===== src/rtl/tree_adder_ctrl.sv =====
// Sequencer and flow controller for the 256-input, 8-stage pipelined signed tree adder.
// Optional performance counters are built when TREE_CTRL_PERF_EN is defined.
module tree_adder_ctrl #(
    parameter int LATENCY = 8,
    parameter int SUM_W   = 17,
    parameter int TAG_W   = 8
) (
    input  logic                    clk,
    input  logic                    rst_n,
    input  logic                    in_valid,
    output logic                    in_ready,
    input  logic [TAG_W-1:0]        in_tag,
    input  logic                    in_last,
    output logic                    adder_enable,
    input  logic signed [SUM_W-1:0] adder_sum,
    output logic                    out_valid,
    input  logic                    out_ready,
    output logic signed [SUM_W-1:0] out_sum,
    output logic [TAG_W-1:0]        out_tag,
    output logic                    out_last,
    output logic                    best_valid,
    output logic signed [SUM_W-1:0] best_sum,
    output logic [TAG_W-1:0]        best_tag,
    output logic                    busy
`ifdef TREE_CTRL_PERF_EN
    ,
    output logic [31:0]             perf_stall_cnt,
    output logic [31:0]             perf_bubble_cnt,
    output logic [15:0]             perf_group_cnt
`endif
);

    typedef enum logic [1:0] {
        S_IDLE  = 2'd0,
        S_ACCUM = 2'd1,
        S_DONE  = 2'd2
    } state_t;

    logic [LATENCY-1:0]     r_vld;
    logic [LATENCY-1:0]     r_last;
    logic [TAG_W-1:0]       r_tag [LATENCY];
    state_t                 r_state;
    state_t                 w_state_nxt;
    logic signed [SUM_W-1:0] r_best_sum;
    logic [TAG_W-1:0]       r_best_tag;
    logic                   w_stall;
    logic                   w_enable;
    logic                   w_hs;
    logic                   w_load;

    // The whole pipeline, adder included, freezes only when the final stage cannot drain.
    assign w_stall      = r_vld[LATENCY-1] & ~out_ready;
    assign w_enable     = ~w_stall;
    assign w_hs         = r_vld[LATENCY-1] & out_ready;
    assign adder_enable = w_enable;
    assign in_ready     = w_enable;

    assign out_valid  = r_vld[LATENCY-1];
    assign out_tag    = r_tag[LATENCY-1];
    assign out_last   = r_last[LATENCY-1];
    assign out_sum    = adder_sum;
    assign busy       = |r_vld;
    assign best_valid = (r_state == S_DONE);
    assign best_sum   = r_best_sum;
    assign best_tag   = r_best_tag;

    // Valid/tag/last side-band shift register aligned with the adder stages.
    always_ff @(posedge clk or negedge rst_n) begin
        if (!rst_n) begin
            r_vld  <= '0;
            r_last <= '0;
            for (int k = 0; k < LATENCY; k++) begin
                r_tag[k] <= '0;
            end
        end else if (w_enable) begin
            r_vld  <= {r_vld[LATENCY-2:0], in_valid};
            r_last <= {r_last[LATENCY-2:0], in_last};
            r_tag[0] <= in_tag;
            for (int k = 1; k < LATENCY; k++) begin
                r_tag[k] <= r_tag[k-1];
            end
        end
    end

    // Group-minimum state register and best candidate capture.
    always_ff @(posedge clk or negedge rst_n) begin
        if (!rst_n) begin
            r_state    <= S_IDLE;
            r_best_sum <= '0;
            r_best_tag <= '0;
        end else begin
            r_state <= w_state_nxt;
            if (w_load) begin
                r_best_sum <= out_sum;
                r_best_tag <= out_tag;
            end
        end
    end

    // Next state; a handshake in DONE opens the next group on the same edge.
    always_comb begin
        w_state_nxt = r_state;
        w_load      = 1'b0;
        case (r_state)
            S_IDLE, S_DONE: begin
                if (w_hs) begin
                    w_load      = 1'b1;
                    w_state_nxt = out_last ? S_DONE : S_ACCUM;
                end else begin
                    w_state_nxt = S_IDLE;
                end
            end
            S_ACCUM: begin
                if (w_hs) begin
                    // Strict compare: ties keep the earlier candidate.
                    w_load      = (out_sum < r_best_sum);
                    w_state_nxt = out_last ? S_DONE : S_ACCUM;
                end else begin
                    w_state_nxt = S_ACCUM;
                end
            end
            default: begin
                w_state_nxt = S_IDLE;
            end
        endcase
    end

`ifdef TREE_CTRL_PERF_EN
    logic [31:0] r_stall_cnt;
    logic [31:0] r_bubble_cnt;
    logic [15:0] r_group_cnt;

    assign perf_stall_cnt  = r_stall_cnt;
    assign perf_bubble_cnt = r_bubble_cnt;
    assign perf_group_cnt  = r_group_cnt;

    // Free-running wrap-around event counters.
    always_ff @(posedge clk or negedge rst_n) begin
        if (!rst_n) begin
            r_stall_cnt  <= 32'd0;
            r_bubble_cnt <= 32'd0;
            r_group_cnt  <= 16'd0;
        end else begin
            if (w_stall) begin
                r_stall_cnt <= r_stall_cnt + 32'd1;
            end
            if (w_enable && !in_valid && busy) begin
                r_bubble_cnt <= r_bubble_cnt + 32'd1;
            end
            if (r_state == S_DONE) begin
                r_group_cnt <= r_group_cnt + 16'd1;
            end
        end
    end
`endif

endmodule


===== config.mk =====
export PLATFORM = sky130hd
export DESIGN_NAME = tree_adder_ctrl
export DESIGN_NICKNAME = d
export VERILOG_FILES = /design/src/rtl/tree_adder_ctrl.sv
export SDC_FILE = /design/constraint.sdc
export NUM_CORES = 1
export LEC_CHECK = 0
export BUFFER_PORTS_ARGS = -buffer_cell sky130_fd_sc_hd__buf_2
export CORE_ASPECT_RATIO = 1.25
export CORE_UTILIZATION = 55
export DETAILED_ROUTE_END_ITERATION = 6
export PLACE_DENSITY_LB_ADDON = 0.25
export SETUP_SLACK_MARGIN = 0.4
export SYNTH_ARGS = -nofsm -noshare
export SYNTH_HDL_FRONTEND = slang
export SYNTH_SLANG_ARGS = --single-unit

===== constraint.sdc =====
create_clock -name clk -period 3 [get_ports clk]
set_clock_uncertainty 0.1 [all_clocks]
set_input_delay 0 -clock clk [delete_from_list [all_inputs] [get_ports clk]]
set_output_delay 0 -clock clk [all_outputs]
set_load 0.005 [all_outputs]

==> run_results.csv, run 1 <==
group,metric,value,unit
setup_path,crit_path_start_kind,"flip-flop",
setup_path,cp_slowest_cell,"dfrtp_1",
yosys,syn_inst,550,
yosys,synth.most_common_cell,"dfrtp_1",
setup_path,worstPathCellList,"inv_2 -> ha_2 -> and4_4 -> and2_4 -> a221o_1 -> a31oi_4 -> buf_6 -> clkbuf_16 -> mux2_1 -> nand4_1",
global_routing,grt_pass1_wl,20.0,mm
setup_path,cpPeakStageDelay,410,ps
job,maxCapViolations,0,
power,irDropWorstVdd,0.542,mV
timing,setup-violations-final,0,
yosys,synth_area_leaders,"dfrtp_1 45%, mux2_2 19%, nand3_1 4.8%",
timing,fin_crit_sh,0.845,
layout,synthToLayoutAreaGrowth,18.4,%
setup_path,critPathKind,"reg -> reg",
timing,fin_hold_ws,165,ps
floorplan,die_area,11300,um^2
timing,rsz0062_at_grt,"false",
run_status,status,"finished, final reports clean",
min_path,min-delay-path-class,"in -> async",
timing,fmax,394,MHz
cts,numCtsBuffers,9,
yosys,seq_area_frac_synth,0.446,
yosys,synth_top_area_frac,0.446,
global_routing,grt_usage,0.225,
yosys,syn_nets,596,
layout,design_area,7100,um^2
global_routing,grt_pass1_vias,4366,
floorplan,die_w,95.4,um
detailed_routing,vias,4441,
timing,max-slew-margin-rel,0.460,
layout,fin_nets,675,
yosys,synth_seq_cells,107,
floorplan,fp.coreArea,10600,um^2
setup_path,worstSetupEndpointType,"flip-flop",
yosys,avgSynthCellArea,10.9,um^2
layout,diodes,0,
yosys,synthTopCellsByCount,"107 x dfrtp_1, 100 x mux2_2, 58 x nand3_1, 33 x nand3b_1",
global_routing,grt_start_max_net_pins,101,
yosys,ys.flop_type,"dfrtp_1",
detailed_routing,first_iter_violations,232,
cts,clockBufferDepth,2,
floorplan,io_pins,86,
yosys,yosysWarnings,0,
cts,clkLatencyLatePin,350,ps
timing,final_hold_viol_count,0,
timing,worst_pin_slew,810,ps
detailed_routing,firstDrtPassIters,4,
setup_path,critPathArrivalTime,2720,ps
detailed_routing,wl_per_cell,16.3,um
detailed_routing,drc,0,
detailed_routing,wl,12.5,mm
cts,h-tree-depth,3,
yosys,synth_area,6000,um^2
place,gp_congestion,0.808,
yosys,synthArstFlopShare,1.00,
cts,tritoncts,"yes",
floorplan,start_util,0.565,
setup_path,crit_required,3180,ps
detailed_routing,avgViaCountPerCell,5.80,
global_routing,antenna_found_initial,0,
timing,tns,0,ps
power,p_per_area,1060,nW/um^2
place,dpl_cell_area,6320,um^2
power,power,7.53,mW
place,port_buffers,85,
power,p_leak,3.15,nW
layout,drive_above_1_share,0.375,
cts,cts.sinks,107,
global_routing,gr-total-overflow,0,
yosys,synth_edf_count,0,
cts,clk_pin_slew_worst_paths,80,ps
detailed_routing,detail-route-antenna-nets,0,
floorplan,placement_rows,42,
yosys,ys_types,33,
yosys,synth_top_area_cell,"dfrtp_1",
cts,cts_root_buf,"clkbuf_16",
timing,fin_crit,2540,ps
timing,maxSlewViolCount,0,
place,dp_hpwl,7.70,mm
setup_path,crit_path_max_fanout,7,
floorplan,fp.dieH,119,um
[sequential cells by signal (all words and copies together) (netlist names)]
register / count
best_tag: 8
out_tag: 8
r_tag: 56
r_last: 8
r_state: 2
best_sum: 17
r_vld: 8
[worst paths after layout]
check                                  start            to  slack, ps  depth (start not counted)
worst max-delay path            best_sum[16]   best_tag[6]        460                         10
worst min-delay path                   rst_n   best_sum[5]        160                          2
worst max register to register  best_sum[16]   best_tag[6]        460                         10
worst min register to register      r_vld[6]      r_vld[7]        400                          1
max in group asynchronous              rst_n  best_sum[12]       1720                          3
min in group clk                   in_tag[1]     r_tag[57]        320                          3
[worst max-delay path, delay by kind of cell (launching register included)]
| kind | cells | cell delay, ps |
|---|---|---|
| muxes | 1 | 320 |
| AOI/OAI and AO/OA | 2 | 530 |
| adders and majority gates | 1 | 280 |
| DFF | 1 | 410 |
| buffers and inverters | 3 | 410 |
| and+or+nand+nor | 3 | 420 |
[power by group]
group          switching [mW]  internal, mW  total [mW]
registers               0.488          2.16        2.65
logic                    1.74          1.97        3.71
clock network           0.583         0.593        1.18
[per-stage QoR]
step | setup slack [ps] | cells | util
finish | 464 | 766 | 0.669
global route | 395 | 766 | 0.669
CTS | 380 | 755 | 0.651
detailed placement | 396 | 710 | 0.596
global placement | 491 | 710 | 0.596
floorplan | 608 | 550 | -
[layout by cell type (no fill, tap or decap), types with 2 or more instances in the layout]
master           n
a21o_1           4
mux2_2         100
nand2b_1         2
buf_2           84
dfrtp_1        107
ha_1            14
buf_4           14
inv_1           12
and4_1           2
a21oi_1         21
dlygate4sd3_1   29
buf_12           3
nand3_1         58
mux2_1          12
nor4_1           2
inv_2            5
nand3b_1        33
o21ai_0          3
clkbuf_16       13
buf_6            3
nand2_1         14
and3_1          18
a211oi_1         2
inv_6            4
nand4_1          9
nor3_1          32
mux2i_1         17
[logic make-up after synthesis]
| family | synth area share |
|---|---|
| AND/OR/NAND/NOR | 0.168 |
| multiplexers | 0.239 |
| flip-flops | 0.446 |
| buffers and inverters | 0.0774 |
| AO/OA/AOI/OAI | 0.0363 |
| adder cells (fa/ha/maj) | 0.0334 |
[layout make-up]
cell class | instances | area, um^2
fillers | 806 | 3510
multi-input cells | 357 | 2890
flip-flops and latches | 107 | 2680
repair buffers | 137 | 1010
clock buffers | 9 | 225
well taps | 132 | 165
clock inverters | 7 | 70.1
inverters | 17 | 63.8
[per-layer routing]
metal / GRT usage / routed length, um / up-vias
li1: - / - / 2118
met1: 0.282 / 5360 / 2184
met2: 0.381 / 6310 / 119
met3: 0.0373 / 550 / 20
met4: 0.0886 / 287 / 0
met5: 0 / 0 / -
[what timing repair did]
item                       4_1_cts  5_1_grt
hold endpoints to repair        88        0
gates cloned                     0        5
buffers inserted                 0        6
setup endpoints to repair        9       25
pin swaps                        0        1
hold buffers                    29        0
gates resized for setup          0       13
(Power assumes the default switching activity.)
==> run 2, diff against run 1 <==
Settings changed: ABC_AREA set to 1.
Clock period 3 ns to 2.5 ns, I/O delays scaled along.
==> run_results.csv, run 2 <==
group,metric,value,unit
place,dpl_cell_area,5030,um^2
power,p_sw,2.82,mW
layout,top_register,"r_tag",
global_routing,grt_start_max_net_pins,68,
run_status,status,"complete, but fails checks",
place,pre_cts_ws,157,ps
yosys,synthTopCellsByCount,"120 x nand2_1, 107 x dfrtp_1, 66 x inv_1, 45 x nor2_1, 41 x a21oi_1",
floorplan,start_util,0.568,
global_routing,grt_pass1_wl,14.8,mm
cts,cts_root_buf,"clkbuf_8",
yosys,synthArstFlopShare,1.00,
layout,design_area,5930,um^2
power,combinationalPowerShare,0.430,
layout,final_cell_mix,"107 x dfrtp_1, 102 x nand2_1, 84 x buf_2",
place,port_buffers,85,
timing,fin_hold_ws,61.7,ps
yosys,synth_top_area_frac,0.568,
cts,cts.sinks,107,
global_routing,antenna_found_initial,0,
setup_path,rr_startpoint,"best_sum[12]",
timing,maxSlewViolCount,0,
layout,synthToLayoutAreaGrowth,25.9,%
power,p_int,4.26,mW
detailed_routing,wl_per_cell,14.2,um
cts,tritoncts,"yes",
yosys,yosysWarnings,0,
timing,setup-violations-final,0,
cts,numCtsBuffers,9,
global_routing,gr-total-overflow,0,
layout,final_core_util,0.716,
cts,clk_pin_slew_worst_paths,100,ps
floorplan,io_pins,86,
yosys,seq_area_frac_synth,0.568,
layout,largest_reg_flops,56,
floorplan,die_area,8940,um^2
yosys,synth_top_area_cell,"dfrtp_1",
job,maxCapViolations,0,
yosys,synth_area_leaders,"dfrtp_1 57%, nand2_1 9.6%, inv_1 5.3%",
layout,instances_no_fill,725,
timing,rsz0062_at_grt,"true",
floorplan,placement_rows,37,
power,sw_frac_of_total,0.398,
setup_path,rr_worst_depth,13,
detailed_routing,first_iter_violations,257,
cts,clockBufferDepth,2,
yosys,synth_edf_count,0,
detailed_routing,avgViaCountPerCell,5.19,
detailed_routing,firstDrtPassIters,7,
yosys,ys.flop_type,"dfrtp_1",
floorplan,die_w,84.8,um
detailed_routing,vias,3762,
yosys,ys_types,20,
yosys,syn_inst,524,
power,irDropWorstVdd,0.458,mV
timing,max-slew-margin-rel,0.338,
setup_path,crit_path_max_fanout,6,
layout,layout_commonest_cell,"dfrtp_1",
detailed_routing,detail-route-antenna-nets,0,
timing,worst_pin_slew,990,ps
global_routing,grt_pass1_vias,3419,
timing,fin_crit_sh,0.934,
setup_path,endpoint,"best_sum[8]",
setup_path,crit_path_start_kind,"flip-flop",
power,p_leak,3.06,nW
yosys,syn_nets,570,
global_routing,grt_usage,0.209,
place,dp_hpwl,5.33,mm
timing,fmax,428,MHz
setup_path,critPathArrivalTime,2490,ps
setup_path,critPathKind,"reg -> reg",
place,placedCellCount,664,
power,clkPwrFrac,0.142,
floorplan,fp.dieH,105,um
place,gp_congestion,0.785,
floorplan,fp.coreArea,8290,um^2
layout,fin_nets,669,
cts,clkLatencyLatePin,360,ps
layout,drive_above_1_share,0.283,
yosys,synth_area,4710,um^2
power,power,7.07,mW
setup_path,rrSetupSlack,170,ps
detailed_routing,drc,13,
power,seqPwrFrac,0.428,
timing,final_hold_viol_count,0,
timing,fin_crit,2330,ps
power,p_per_area,1190,nW/um^2
cts,h-tree-depth,3,
setup_path,worstSetupEndpointType,"flip-flop",
min_path,min-delay-path-class,"in -> async",
detailed_routing,wl,10.3,mm
yosys,synth.most_common_cell,"nand2_1",
setup_path,worstReg2RegEnd,"best_sum[8]",
timing,setup_ws,166,ps
timing,tns,0,ps
layout,diodes,0,
run_status,violations,"design-rule violations",
setup_path,crit_required,2650,ps
setup_path,startpoint,"best_sum[12]",
yosys,synth_seq_cells,107,
yosys,avgSynthCellArea,8.99,um^2
## run 2: worst min path at each step
stage           from  slack [ps]  depth (start not counted)          end
2_1_floorplan  rst_n        -400                          0  best_sum[0]
3_3_place_gp   rst_n         -80                          1  best_sum[1]
3_5_place_dp   rst_n         -80                          1  best_sum[2]
4_1_cts        rst_n          60                          2  best_sum[2]
5_1_grt        rst_n         100                          2  best_sum[1]
6_report       rst_n          60                          2  best_sum[1]
## run 2: cell type report
class	count	area [um^2]
sequential	107	2680
multi-input combinational	306	1800
tap	97	121
inverter	66	248
fill	594	2360
timing repair buffer	133	893
clock buffer	11	141
clock inverter	5	45.0
## run 2: timing repair
| action | in CTS | in global routing |
|---|---|---|
| pin swaps | 2 | 21 |
| cloned | 3 | 1 |
| resized for setup | 9 | 50 |
| hold buffers | 29 | 0 |
| endpoints found under the hold margin | 69 | 0 |
| setup endpoints to repair | 25 | 25 |
| setup buffers | 6 | 6 |
## run 2: critical path, cell delays in order (launching register included)
cell     delay (ps)
dfrtp_1         410
inv_2            80
ha_4            210
a21oi_1         220
nand2_1         120
nand2_2          90
nand2_2          80
nor2_4          150
nand2_2          90
nand2_4         100
nand3_4         210
buf_6           230
nand3_2          50
nand2_1          70
## run 2: cell families after synthesis
group	synth area share
AO/OA/AOI/OAI	0.0882
adder cells (fa/ha/maj)	0.0425
buffers and inverters	0.116
flip-flops	0.568
multiplexers	0.0120
AND/OR/NAND/NOR	0.173
## run 2: routing by layer
| metal | vias up | part of all wire | global-route usage | wire (um) |
|---|---|---|---|---|
| li1 | 1816 | - | - | - |
| met1 | 1776 | 0.40 | 0.262 | 4140 |
| met2 | 137 | 0.51 | 0.352 | 5220 |
| met3 | 33 | 0.054 | 0.0368 | 556 |
| met4 | 0 | 0.034 | 0.0981 | 349 |
| met5 | - | 0 | 0 | 0 |
## run 2: power by group through the flow
| stage | Clock [mW] | Sequential [mW] | Combinational (mW) |
|---|---|---|---|
| 3_5_place_dp | 0 | 3.05 | 2.26 |
| 4_1_cts | 1.02 | 3.00 | 2.54 |
| 5_1_grt | 1.09 | 3.13 | 3.39 |
| 3_3_place_gp | 0 | 3.00 | 2.15 |
| 2_1_floorplan | 0 | 2.96 | 1.70 |
| 6_report | 1.00 | 3.03 | 3.04 |
==> run 3, diff against run 2 <==
Settings changed: PLACE_DENSITY set to 0.79, PLACE_DENSITY_LB_ADDON 0.25 to unset.
==> run_results.csv, run 3 (synthesized netlist as in run 2, its figures left out) <==
group,metric,value,unit
global_routing,antenna_found_initial,0,
timing,final_hold_viol_count,0,
cts,cts.sinks,107,
floorplan,placement_rows,37,
floorplan,start_util,0.568,
setup_path,rr_worst_depth,13,
floorplan,fp.coreArea,8290,um^2
setup_path,crit_required,2650,ps
layout,final_cell_mix,"113 x nand2_1, 107 x dfrtp_1, 84 x buf_2",
timing,max-slew-margin-rel,0.655,
layout,final_core_util,0.699,
timing,maxSlewViolCount,0,
detailed_routing,first_iter_violations,315,
detailed_routing,firstDrtPassIters,7,
job,maxCapViolations,0,
power,sw_frac_of_total,0.373,
cts,numCtsBuffers,9,
setup_path,rrSetupSlack,280,ps
place,dp_hpwl,5.61,mm
power,p_leak,3.05,nW
setup_path,worstReg2RegEnd,"best_sum[7]",
setup_path,crit_path_start_kind,"flip-flop",
setup_path,startpoint,"best_sum[7]",
place,port_buffers,85,
layout,synthToLayoutAreaGrowth,22.9,%
cts,clk_pin_slew_worst_paths,100,ps
detailed_routing,drc,13,
timing,fin_crit_sh,0.889,
detailed_routing,vias,3728,
global_routing,grt_pass1_wl,14.5,mm
setup_path,endpoint,"best_sum[7]",
layout,fin_nets,664,
layout,drive_above_1_share,0.236,
floorplan,die_area,8940,um^2
timing,fmax,450,MHz
power,combinationalPowerShare,0.396,
setup_path,rr_startpoint,"best_sum[7]",
layout,largest_reg_flops,56,
layout,layout_commonest_cell,"nand2_1",
layout,top_register,"r_tag",
run_status,status,"complete, but fails checks",
detailed_routing,wl_per_cell,13.5,um
layout,diodes,0,
power,irDropWorstVdd,0.587,mV
setup_path,crit_path_max_fanout,13,
floorplan,die_w,84.8,um
timing,setup-violations-final,0,
timing,fin_crit,2220,ps
run_status,violations,"design-rule violations",
power,power,6.90,mW
setup_path,worstSetupEndpointType,"flip-flop",
power,p_sw,2.58,mW
timing,rsz0062_at_grt,"true",
floorplan,io_pins,86,
power,clkPwrFrac,0.165,
global_routing,gr-total-overflow,0,
global_routing,grt_pass1_vias,3362,
cts,clockBufferDepth,2,
detailed_routing,avgViaCountPerCell,5.18,
detailed_routing,wl,9.72,mm
place,gp_congestion,0.837,
global_routing,grt_start_max_net_pins,55,
global_routing,grt_usage,0.203,
timing,tns,0,ps
setup_path,critPathArrivalTime,2370,ps
detailed_routing,detail-route-antenna-nets,0,
setup_path,critPathKind,"reg -> reg",
timing,worst_pin_slew,518,ps
cts,cts_root_buf,"clkbuf_8",
floorplan,fp.dieH,105,um
cts,clkLatencyLatePin,350,ps
power,p_int,4.32,mW
timing,fin_hold_ws,64.6,ps
min_path,min-delay-path-class,"in -> async",
power,p_per_area,1190,nW/um^2
power,seqPwrFrac,0.440,
cts,h-tree-depth,3,
cts,tritoncts,"yes",
## run 3: per-layer routing
layer | global-route usage | vias up | wire length, um
met2 | 0.360 | 161 | 4880
met1 | 0.251 | 1738 | 3930
met3 | 0.0360 | 28 | 658
met4 | 0.0678 | 0 | 252
met5 | 0 | - | 0
li1 | - | 1801 | -
## run 3: power by group through the flow
| stage | registers, mW | clock network, mW | logic (mW) |
|---|---|---|---|
| floorplan | 2.96 | 0 | 1.70 |
| global placement | 3.01 | 0 | 2.17 |
| detailed placement | 3.05 | 0 | 2.30 |
| CTS | 3.01 | 1.16 | 2.37 |
| global route | 3.12 | 1.23 | 3.09 |
| finish | 3.03 | 1.14 | 2.73 |
## run 3: worst min path at each step
stage / from / end / slack, ps / depth (start not counted)
after floorplan: rst_n / best_sum[0] / -400 / 0
after global placement: rst_n / best_sum[2] / -100 / 1
after detailed placement: rst_n / best_sum[1] / -80 / 1
after CTS: rst_n / best_sum[1] / 70 / 2
after global routing: rst_n / best_sum[1] / 100 / 2
final: rst_n / best_sum[1] / 60 / 2
## run 3: layout make-up
| class | instances | area [um^2] |
|---|---|---|
| clock inverter | 4 | 73.8 |
| multi-input combinational | 303 | 1620 |
| sequential | 107 | 2680 |
| timing repair buffer | 131 | 910 |
| clock buffer | 11 | 141 |
| fill | 578 | 2500 |
| inverter | 66 | 248 |
| tap | 97 | 121 |
## run 3: metrics by stage
stage / setup WS, ps / instance area [um^2] / instances
floorplan: 604 / 4710 / 524
global placement: 479 / 5060 / 668
detailed placement: 400 / 5060 / 668
CTS: 427 / 5570 / 712
global route: 134 / 5790 / 719
finish: 277 / 5790 / 719
## run 3: critical path, cell delays in order, from the launching register on
cell and delay (ps):
dfrtp_1 410, inv_1 70, ha_1 280, nand2_1 70, nor2_1 210, nand3_1 130, nor2_2 130, nor2_2 60
nand2_1 70, nand2_2 70, nand3_4 190, nand2_8 130, nand2_1 130, nand2_2 60
## run 3: timing repair
item / 4_1_cts / 5_1_grt
gates cloned: 0 / 4
resized for setup: 1 / 24
endpoints found under the hold margin: 114 / 0
setup buffers: 0 / 3
setup endpoints to repair: 16 / 25
pin swaps: 0 / 12
hold buffers: 29 / 0
